### config.mk
export PLATFORM = sky130hd
export DESIGN_NAME = mem_access_ctrl_flat
export DESIGN_NICKNAME = d
export VERILOG_FILES = /design/src/rtl/mem_access_ctrl_if.sv /design/src/rtl/mem_access_ctrl.sv /design/src/flat_wrapper.sv
export SDC_FILE = /design/constraint.sdc
export NUM_CORES = 1
export LEC_CHECK = 0
export ABC_AREA = 1
export CAP_MARGIN = 10
export CORE_ASPECT_RATIO = 1.4
export CORE_MARGIN = 3
export CORE_UTILIZATION = 30
export DETAILED_ROUTE_END_ITERATION = 7
export HOLD_SLACK_MARGIN = 0.06
export RECOVER_POWER = 25
export SLEW_MARGIN = 15
export SYNTH_ARGS = -nofsm -noshare
export SYNTH_HDL_FRONTEND = slang
export SYNTH_SLANG_ARGS = --single-unit
### constraint.sdc
create_clock -name clk -period 1.7 [get_ports clk]
set_clock_uncertainty 0.05 [all_clocks]
set_input_delay 0.255 -clock clk [delete_from_list [all_inputs] [get_ports clk]]
set_output_delay 0.255 -clock clk [all_outputs]
set_load 0.02 [all_outputs]
### src/rtl/mem_access_ctrl_if.sv
// Data-memory bus between the MEM-stage controller (master) and memory (slave).
interface mem_access_ctrl_if #(
    parameter int unsigned DATA_W = 32,
    parameter int unsigned ADDR_W = 32
);
    logic              dreq;
    logic              dwe;
    logic [ADDR_W-1:0] daddr;
    logic [3:0]        dwstrb;
    logic [DATA_W-1:0] dwdata;
    logic              dack;
    logic [DATA_W-1:0] drdata;
    logic              drvalid;

    modport master (
        output dreq, dwe, daddr, dwstrb, dwdata,
        input  dack, drdata, drvalid
    );

    modport slave (
        input  dreq, dwe, daddr, dwstrb, dwdata,
        output dack, drdata, drvalid
    );
endinterface

### src/rtl/mem_access_ctrl.sv
// MEM-stage controller: runs load/store bus transactions for the EX/MEM entry,
// aligns load data, builds store strobes and registers the writeback fields.
module mem_access_ctrl #(
    parameter int unsigned DATA_W     = 32,
    parameter int unsigned ADDR_W     = 32,
    parameter int unsigned REG_ADDR_W = 5,
    parameter int unsigned EXCP_W     = 10
) (
    input  logic                  clk,
    input  logic                  rst,
    input  logic                  flush,
    input  logic                  mem_inst_valid,
    input  logic [REG_ADDR_W-1:0] mem_wd,
    input  logic                  mem_wreg,
    input  logic [DATA_W-1:0]     mem_wdata,
    input  logic                  mem_is_load,
    input  logic                  mem_is_store,
    input  logic [1:0]            mem_size,
    input  logic                  mem_sext,
    input  logic [ADDR_W-1:0]     mem_mem_addr,
    input  logic [DATA_W-1:0]     mem_reg2,
    input  logic                  excp_i,
    input  logic [EXCP_W-1:0]     excp_num_i,
    output logic                  stall_req,
    mem_access_ctrl_if.master     bus,
    output logic                  wb_valid,
    output logic [REG_ADDR_W-1:0] wb_wd,
    output logic                  wb_wreg,
    output logic [DATA_W-1:0]     wb_wdata,
    output logic                  excp_o,
    output logic [EXCP_W-1:0]     excp_num_o
);
    localparam int unsigned LP_ALE_BIT = 8;
    localparam logic [EXCP_W-1:0] LP_ALE_MASK = EXCP_W'(1) << LP_ALE_BIT;

    typedef enum logic [1:0] {ST_IDLE, ST_REQ, ST_WAIT, ST_DRAIN} state_t;

    state_t              r_state;
    state_t              w_state_nxt;
    logic                w_mem_op;
    logic                w_misal;
    logic                w_bypass;
    logic                w_issue;
    logic                w_retire;
    logic [3:0]          w_strb;
    logic [DATA_W-1:0]   w_st_data;
    logic [DATA_W-1:0]   w_shifted;
    logic [DATA_W-1:0]   w_ld_data;

    // Classify the current entry: memory op, misaligned, or bypass (no bus access)
    always_comb begin
        w_mem_op = mem_is_load | mem_is_store;
        w_misal  = w_mem_op &
                   (((mem_size == 2'd1) & mem_mem_addr[0]) |
                    ((mem_size == 2'd2) & (mem_mem_addr[1:0] != 2'b00)));
        w_bypass = ~w_mem_op | excp_i | w_misal;
    end

    // Store byte strobes and lane-replicated store data; loads carry no strobes
    always_comb begin
        w_strb    = 4'hF;
        w_st_data = mem_reg2;
        case (mem_size)
            2'd0: begin
                w_strb    = 4'b0001 << mem_mem_addr[1:0];
                w_st_data = {(DATA_W/8){mem_reg2[7:0]}};
            end
            2'd1: begin
                w_strb    = 4'b0011 << {mem_mem_addr[1], 1'b0};
                w_st_data = {(DATA_W/16){mem_reg2[15:0]}};
            end
            default: ;
        endcase
        if (!mem_is_store) begin
            w_strb = 4'h0;
        end
    end

    // Load alignment: aligned accesses let one byte-granular shift serve all sizes
    always_comb begin
        w_shifted = bus.drdata >> {mem_mem_addr[1:0], 3'b000};
        case (mem_size)
            2'd0:    w_ld_data = {{(DATA_W-8){mem_sext & w_shifted[7]}}, w_shifted[7:0]};
            2'd1:    w_ld_data = {{(DATA_W-16){mem_sext & w_shifted[15]}}, w_shifted[15:0]};
            default: w_ld_data = bus.drdata;
        endcase
    end

    // Next-state, retirement and stall decode
    always_comb begin
        w_state_nxt = r_state;
        w_issue     = 1'b0;
        w_retire    = 1'b0;
        case (r_state)
            ST_IDLE: begin
                if (mem_inst_valid && !flush) begin
                    if (w_bypass) begin
                        w_retire = 1'b1;
                    end else begin
                        w_issue     = 1'b1;
                        w_state_nxt = ST_REQ;
                    end
                end
            end
            ST_REQ: begin
                if (bus.dack) begin
                    if (mem_is_load) begin
                        w_state_nxt = flush ? ST_DRAIN : ST_WAIT;
                    end else begin
                        w_state_nxt = ST_IDLE;
                        w_retire    = mem_inst_valid & ~flush;
                    end
                end else if (flush) begin
                    w_state_nxt = ST_IDLE;
                end
            end
            ST_WAIT: begin
                if (bus.drvalid) begin
                    w_state_nxt = ST_IDLE;
                    w_retire    = mem_inst_valid & ~flush;
                end else if (flush) begin
                    w_state_nxt = ST_DRAIN;
                end
            end
            ST_DRAIN: begin
                if (bus.drvalid) begin
                    w_state_nxt = ST_IDLE;
                end
                // Non-memory entries need no bus, so they keep flowing during drain
                w_retire = mem_inst_valid & ~w_mem_op & ~flush;
            end
            default: w_state_nxt = ST_IDLE;
        endcase
        stall_req = mem_inst_valid &
                    ((~w_bypass & ~w_retire) | ((r_state == ST_DRAIN) & w_mem_op));
    end

    // State register
    always_ff @(posedge clk) begin
        if (rst) begin
            r_state <= ST_IDLE;
        end else begin
            r_state <= w_state_nxt;
        end
    end

    // Bus request fields: loaded on issue, held until accepted or flushed
    always_ff @(posedge clk) begin
        if (rst) begin
            bus.dreq   <= 1'b0;
            bus.dwe    <= 1'b0;
            bus.daddr  <= '0;
            bus.dwstrb <= 4'h0;
            bus.dwdata <= '0;
        end else if (w_issue) begin
            bus.dreq   <= 1'b1;
            bus.dwe    <= mem_is_store;
            bus.daddr  <= {mem_mem_addr[ADDR_W-1:2], 2'b00};
            bus.dwstrb <= w_strb;
            bus.dwdata <= w_st_data;
        end else if ((r_state == ST_REQ) && (bus.dack || flush)) begin
            bus.dreq <= 1'b0;
            bus.dwe  <= 1'b0;
        end
    end

    // Writeback register: loaded on retirement, valid for one cycle
    always_ff @(posedge clk) begin
        if (rst) begin
            wb_valid   <= 1'b0;
            wb_wd      <= '0;
            wb_wreg    <= 1'b0;
            wb_wdata   <= '0;
            excp_o     <= 1'b0;
            excp_num_o <= '0;
        end else begin
            wb_valid <= w_retire;
            if (w_retire) begin
                wb_wd      <= mem_wd;
                wb_wreg    <= mem_wreg & ~w_misal;
                wb_wdata   <= (r_state == ST_WAIT) ? w_ld_data : mem_wdata;
                excp_o     <= excp_i | w_misal;
                excp_num_o <= excp_num_i | (w_misal ? LP_ALE_MASK : '0);
            end else if (flush) begin
                wb_wreg <= 1'b0;
                excp_o  <= 1'b0;
            end
        end
    end
endmodule

### src/flat_wrapper.sv
// flat-port wrapper written by rule: the top's interface ports become plain ports
module mem_access_ctrl_flat 
#(
    parameter int unsigned DATA_W     = 32,
    parameter int unsigned ADDR_W     = 32,
    parameter int unsigned REG_ADDR_W = 5,
    parameter int unsigned EXCP_W     = 10
)
  (clk, rst, flush, mem_inst_valid, mem_wd, mem_wreg, mem_wdata, mem_is_load, mem_is_store, mem_size, mem_sext, mem_mem_addr, mem_reg2, excp_i, excp_num_i, stall_req, wb_valid, wb_wd, wb_wreg, wb_wdata, excp_o, excp_num_o, bus_dreq, bus_dwe, bus_daddr, bus_dwstrb, bus_dwdata, bus_dack, bus_drdata, bus_drvalid);
  mem_access_ctrl_if #(.DATA_W(DATA_W), .ADDR_W(ADDR_W)) bus_i ();
  input  logic clk;
  input  logic rst;
  input  logic flush;
  input  logic mem_inst_valid;
  input  logic [REG_ADDR_W-1:0] mem_wd;
  input  logic mem_wreg;
  input  logic [DATA_W-1:0] mem_wdata;
  input  logic mem_is_load;
  input  logic mem_is_store;
  input  logic [1:0] mem_size;
  input  logic mem_sext;
  input  logic [ADDR_W-1:0] mem_mem_addr;
  input  logic [DATA_W-1:0] mem_reg2;
  input  logic excp_i;
  input  logic [EXCP_W-1:0] excp_num_i;
  output logic stall_req;
  output logic wb_valid;
  output logic [REG_ADDR_W-1:0] wb_wd;
  output logic wb_wreg;
  output logic [DATA_W-1:0] wb_wdata;
  output logic excp_o;
  output logic [EXCP_W-1:0] excp_num_o;
  output wire logic [$bits(bus_i.dreq)-1:0] bus_dreq;
  output wire logic [$bits(bus_i.dwe)-1:0] bus_dwe;
  output wire logic [$bits(bus_i.daddr)-1:0] bus_daddr;
  output wire logic [$bits(bus_i.dwstrb)-1:0] bus_dwstrb;
  output wire logic [$bits(bus_i.dwdata)-1:0] bus_dwdata;
  input wire logic [$bits(bus_i.dack)-1:0] bus_dack;
  input wire logic [$bits(bus_i.drdata)-1:0] bus_drdata;
  input wire logic [$bits(bus_i.drvalid)-1:0] bus_drvalid;
  assign bus_dreq = bus_i.dreq;
  assign bus_dwe = bus_i.dwe;
  assign bus_daddr = bus_i.daddr;
  assign bus_dwstrb = bus_i.dwstrb;
  assign bus_dwdata = bus_i.dwdata;
  assign bus_i.dack = bus_dack;
  assign bus_i.drdata = bus_drdata;
  assign bus_i.drvalid = bus_drvalid;
  mem_access_ctrl #(.DATA_W(DATA_W), .ADDR_W(ADDR_W), .REG_ADDR_W(REG_ADDR_W), .EXCP_W(EXCP_W)) u_core (.clk(clk), .rst(rst), .flush(flush), .mem_inst_valid(mem_inst_valid), .mem_wd(mem_wd), .mem_wreg(mem_wreg), .mem_wdata(mem_wdata), .mem_is_load(mem_is_load), .mem_is_store(mem_is_store), .mem_size(mem_size), .mem_sext(mem_sext), .mem_mem_addr(mem_mem_addr), .mem_reg2(mem_reg2), .excp_i(excp_i), .excp_num_i(excp_num_i), .stall_req(stall_req), .bus(bus_i), .wb_valid(wb_valid), .wb_wd(wb_wd), .wb_wreg(wb_wreg), .wb_wdata(wb_wdata), .excp_o(excp_o), .excp_num_o(excp_num_o));
endmodule
==> impl_metrics.tcl <==
set metrics [dict create \
    slowest_delay_ps 380 \
    crit_family "simple AND/OR/NAND/NOR gates" \
    final_common_cell "nand2_1" \
    hold_class "in2reg" \
    die_h_um 171 \
    tritoncts "done" \
    cp_common_cell "nand2_2" \
    final_net_count 1333 \
    relSlewSlack_pct 63.2 \
    syn_inst 849 \
    io-pin-count 277 \
    slowest_stage "dfxtp_4" \
    rrSetupSlack_ps -130 \
    synth_edf_count 0 \
    rows 59 \
    mostFrequentLayoutCells "nand2_1, clkdlybuf4s50_1, dfxtp_1" \
    synth-seq-cells 120 \
    period_needed_ps 1910 \
    rsz0062_at_grt "yes" \
    syn-cell-area_um2 5830 \
    worst_setup_path_start_kind "flop" \
    crit_chain "inv_4, nor2_4, nand2_2, nand2_2, nand2_2, nand2_2, inv_2, nand2_2, nand2_2, a21oi_4, buf_6" \
    grt_max_degree 71 \
    busiest_layer "met2" \
    run_status "finished with violations" \
    dp_slack_ps -694 \
    cts.sinks 120 \
    tns_ps -4600 \
    path_buf_inv 3 \
    grt-ovfl-total 0 \
    wire_per_inst_um 16.9 \
    grt_pass1_vias 6965 \
    ant_nets 0 \
    grtUsageMet2_pct 40.8 \
    drc 0 \
    syn_to_final_growth_pct 76.8 \
    root_buffer "clkbuf_16" \
    peakVddDrop_mv 0.611 \
    grt_util_all_layers_pct 22.1 \
    met1_usage_pct 22.3 \
    dp_hpwl_mm 16.9 \
    antenna_found_initial 2 \
    violations "setup timing" \
    routed_wl_mm 24.2 \
    r2r_end "u_core.wb_wdata[1]$_SDFFE_PP0P_" \
    cts_buffer_depth 2 \
    ys_seq_area_share_pct 41.2 \
    grt_use_met3_pct 8.27 \
    holdPathEnd "u_core.wb_valid$_SDFF_PP0_" \
    start_util_pct 31.0 \
    final_max_slew_viol_count 0 \
    dpl_cell_area_um2 9110 \
    cts_hold_buf 0 \
    gp_congestion 0.836 \
    stdcell_area_um2 10300 \
    fin_hold_ws_ps 199 \
    synthArstFlopShare_pct 0 \
    insertion_delay_ps 420 \
    fin_util_pct 54.7 \
    clk_pin_slew_worst_paths_ps 60 \
    min_period_over_period_pct 112 \
    p_leak_nw 4.90 \
    ff2ff_path_depth 12 \
    worst_slew_pin_slew_ps 552 \
    layout-drive-gt1-share_pct 20.1 \
    cellPowerDensity_nw_per_um2 1000 \
    finalSetupViolations 96 \
    cts_buffers 17 \
    holdCritStartpoint "rst" \
    cp_max_fo 5 \
    yosysWarnings 0 \
    arrival_ps 1610 \
    layout_setup_ws_ps -211 \
    viasPerCell 4.83 \
    cp.required_ps 1390 \
    die_area_um2 21200 \
    max_freq_mhz 523 \
    fp.dieW_um 124 \
    holdPathStages 4 \
    max_cap_viol_count 0 \
    critPathKind "reg2out" \
    avgSynthCellArea_um2 6.87 \
    r2r-start "u_core.r_state[0]$_SDFFE_PP0P_" \
    hold_viol 0 \
    drtIter0Drc 279 \
    yosysUniqueCellTypes 33 \
    firstDrtPassIters 5 \
    vias 6921 \
    io_buffer_count 274 \
    synth-main-ff-cell "dfxtp_1" \
    htreeDepth 4 \
    core-area_um2 18800 \
    grt_pass1_wl_mm 36.3 \
    crit_path_end_kind "output pin" \
]
## timing repair
item,in CTS,in global routing
cloned,3,9
gates resized for setup,55,144
endpoints found under the setup margin,96,180
setup buffers,7,11
hold endpoints to repair,0,0
pin swaps,5,17
## cell usage after synthesis (2+ instances only)
| master | count | area, um^2 |
|---|---|---|
| nand2_2 | 16 | 100 |
| a21oi_2 | 10 | 87.6 |
| buf_4 | 4 | 30.0 |
| clkbuf_1 | 23 | 86.3 |
| dfxtp_1 | 120 | 2400 |
| nand4_1 | 6 | 37.5 |
| nand2_1 | 268 | 1010 |
| o21ai_0 | 59 | 295 |
| nand3_1 | 48 | 240 |
| a31oi_1 | 7 | 43.8 |
| nor2_1 | 82 | 308 |
| inv_2 | 7 | 26.3 |
| o211ai_1 | 8 | 60.1 |
| nor2_4 | 2 | 22.5 |
| a21oi_1 | 111 | 556 |
| buf_6 | 12 | 135 |
| buf_2 | 14 | 70.1 |
| or2_2 | 17 | 106 |
| inv_1 | 21 | 78.8 |
## worst register-to-register path: stages, from the launching register on
cell and delay (ps):
dfxtp_4 380, inv_2 50, nor2_2 120, nand3b_1 110, nand2_2 90, nand2_2 60, buf_4 130, buf_4 140
nor2_4 120, buf_12 140, nand2_2 80, buf_4 160, o21ai_0 130
## cells by family (layout without fill, tap and decap cells)
family,after synthesis,after routing,share of synthesized area [%]
buffers and inverters,85,424,7.88
AO/OA/AOI/OAI,197,197,18.1
other,1,3,0.0643
flip-flops,120,120,41.2
AND/OR/NAND/NOR,446,446,32.7
## layout make-up
type                            count  area [um^2]
Clock inverter                     14          201
Sequential cell                   120         2410
Fill cell                        1800         8520
Antenna cell                        1         2.50
Tap cell                          244          305
Timing Repair Buffer              362         3660
Timing Repair inverter              1         16.3
Clock buffer                       17          425
Inverter                           30          135
Multi-Input combinational cell    645         3150
## metrics by stage
step	total power [mW]	cells
floorplan	4.80	850
global placement	6.28	1375
global route	10.8	1434
CTS	10.3	1416
finish	10.3	1434
detailed placement	6.29	1375
## registers in the layout, summed over array words and instances, names as in the netlist
register	cells
u_core.excp_num_o	10
u_core.wb_valid	1
u_core.bus.dwstrb	4
u_core.excp_o	1
u_core.wb_wreg	1
u_core.bus.dwdata	32
u_core.bus.daddr	30
u_core.bus.dwe	1
u_core.wb_wdata	32
u_core.bus.dreq	1
u_core.r_state	2
u_core.wb_wd	5
## routing by layer
layer | wire length (um) | vias to the layer above
met1 | 8570 | 3185
met4 | 671 | 2
met2 | 12700 | 253
li1 | - | 3438
met3 | 2250 | 43
met5 | 11 | -
## how the worst max path moves through the flow
stage          cells past startpoint                           start  slack, ps   endpoint
6_report                          11  u_core.r_state[1]$_SDFFE_PP0P_       -210  stall_req
3_5_place_dp                      10                 mem_mem_addr[0]       -690  stall_req
4_1_cts                           11  u_core.r_state[1]$_SDFFE_PP0P_       -220  stall_req
5_1_grt                           11  u_core.r_state[1]$_SDFFE_PP0P_       -330  stall_req
3_3_place_gp                      10                 mem_mem_addr[0]       -690  stall_req
2_1_floorplan                     11                 mem_mem_addr[0]          2  stall_req
## power breakdown
part	internal, mW	leakage [nW]	switching [mW]
Clock	2.46	0.305	1.41
Combinational	1.48	3.61	1.70
Sequential	3.12	0.976	0.164
Total	7.06	4.90	3.27
Note: power is estimated with default switching activity, not from simulation.
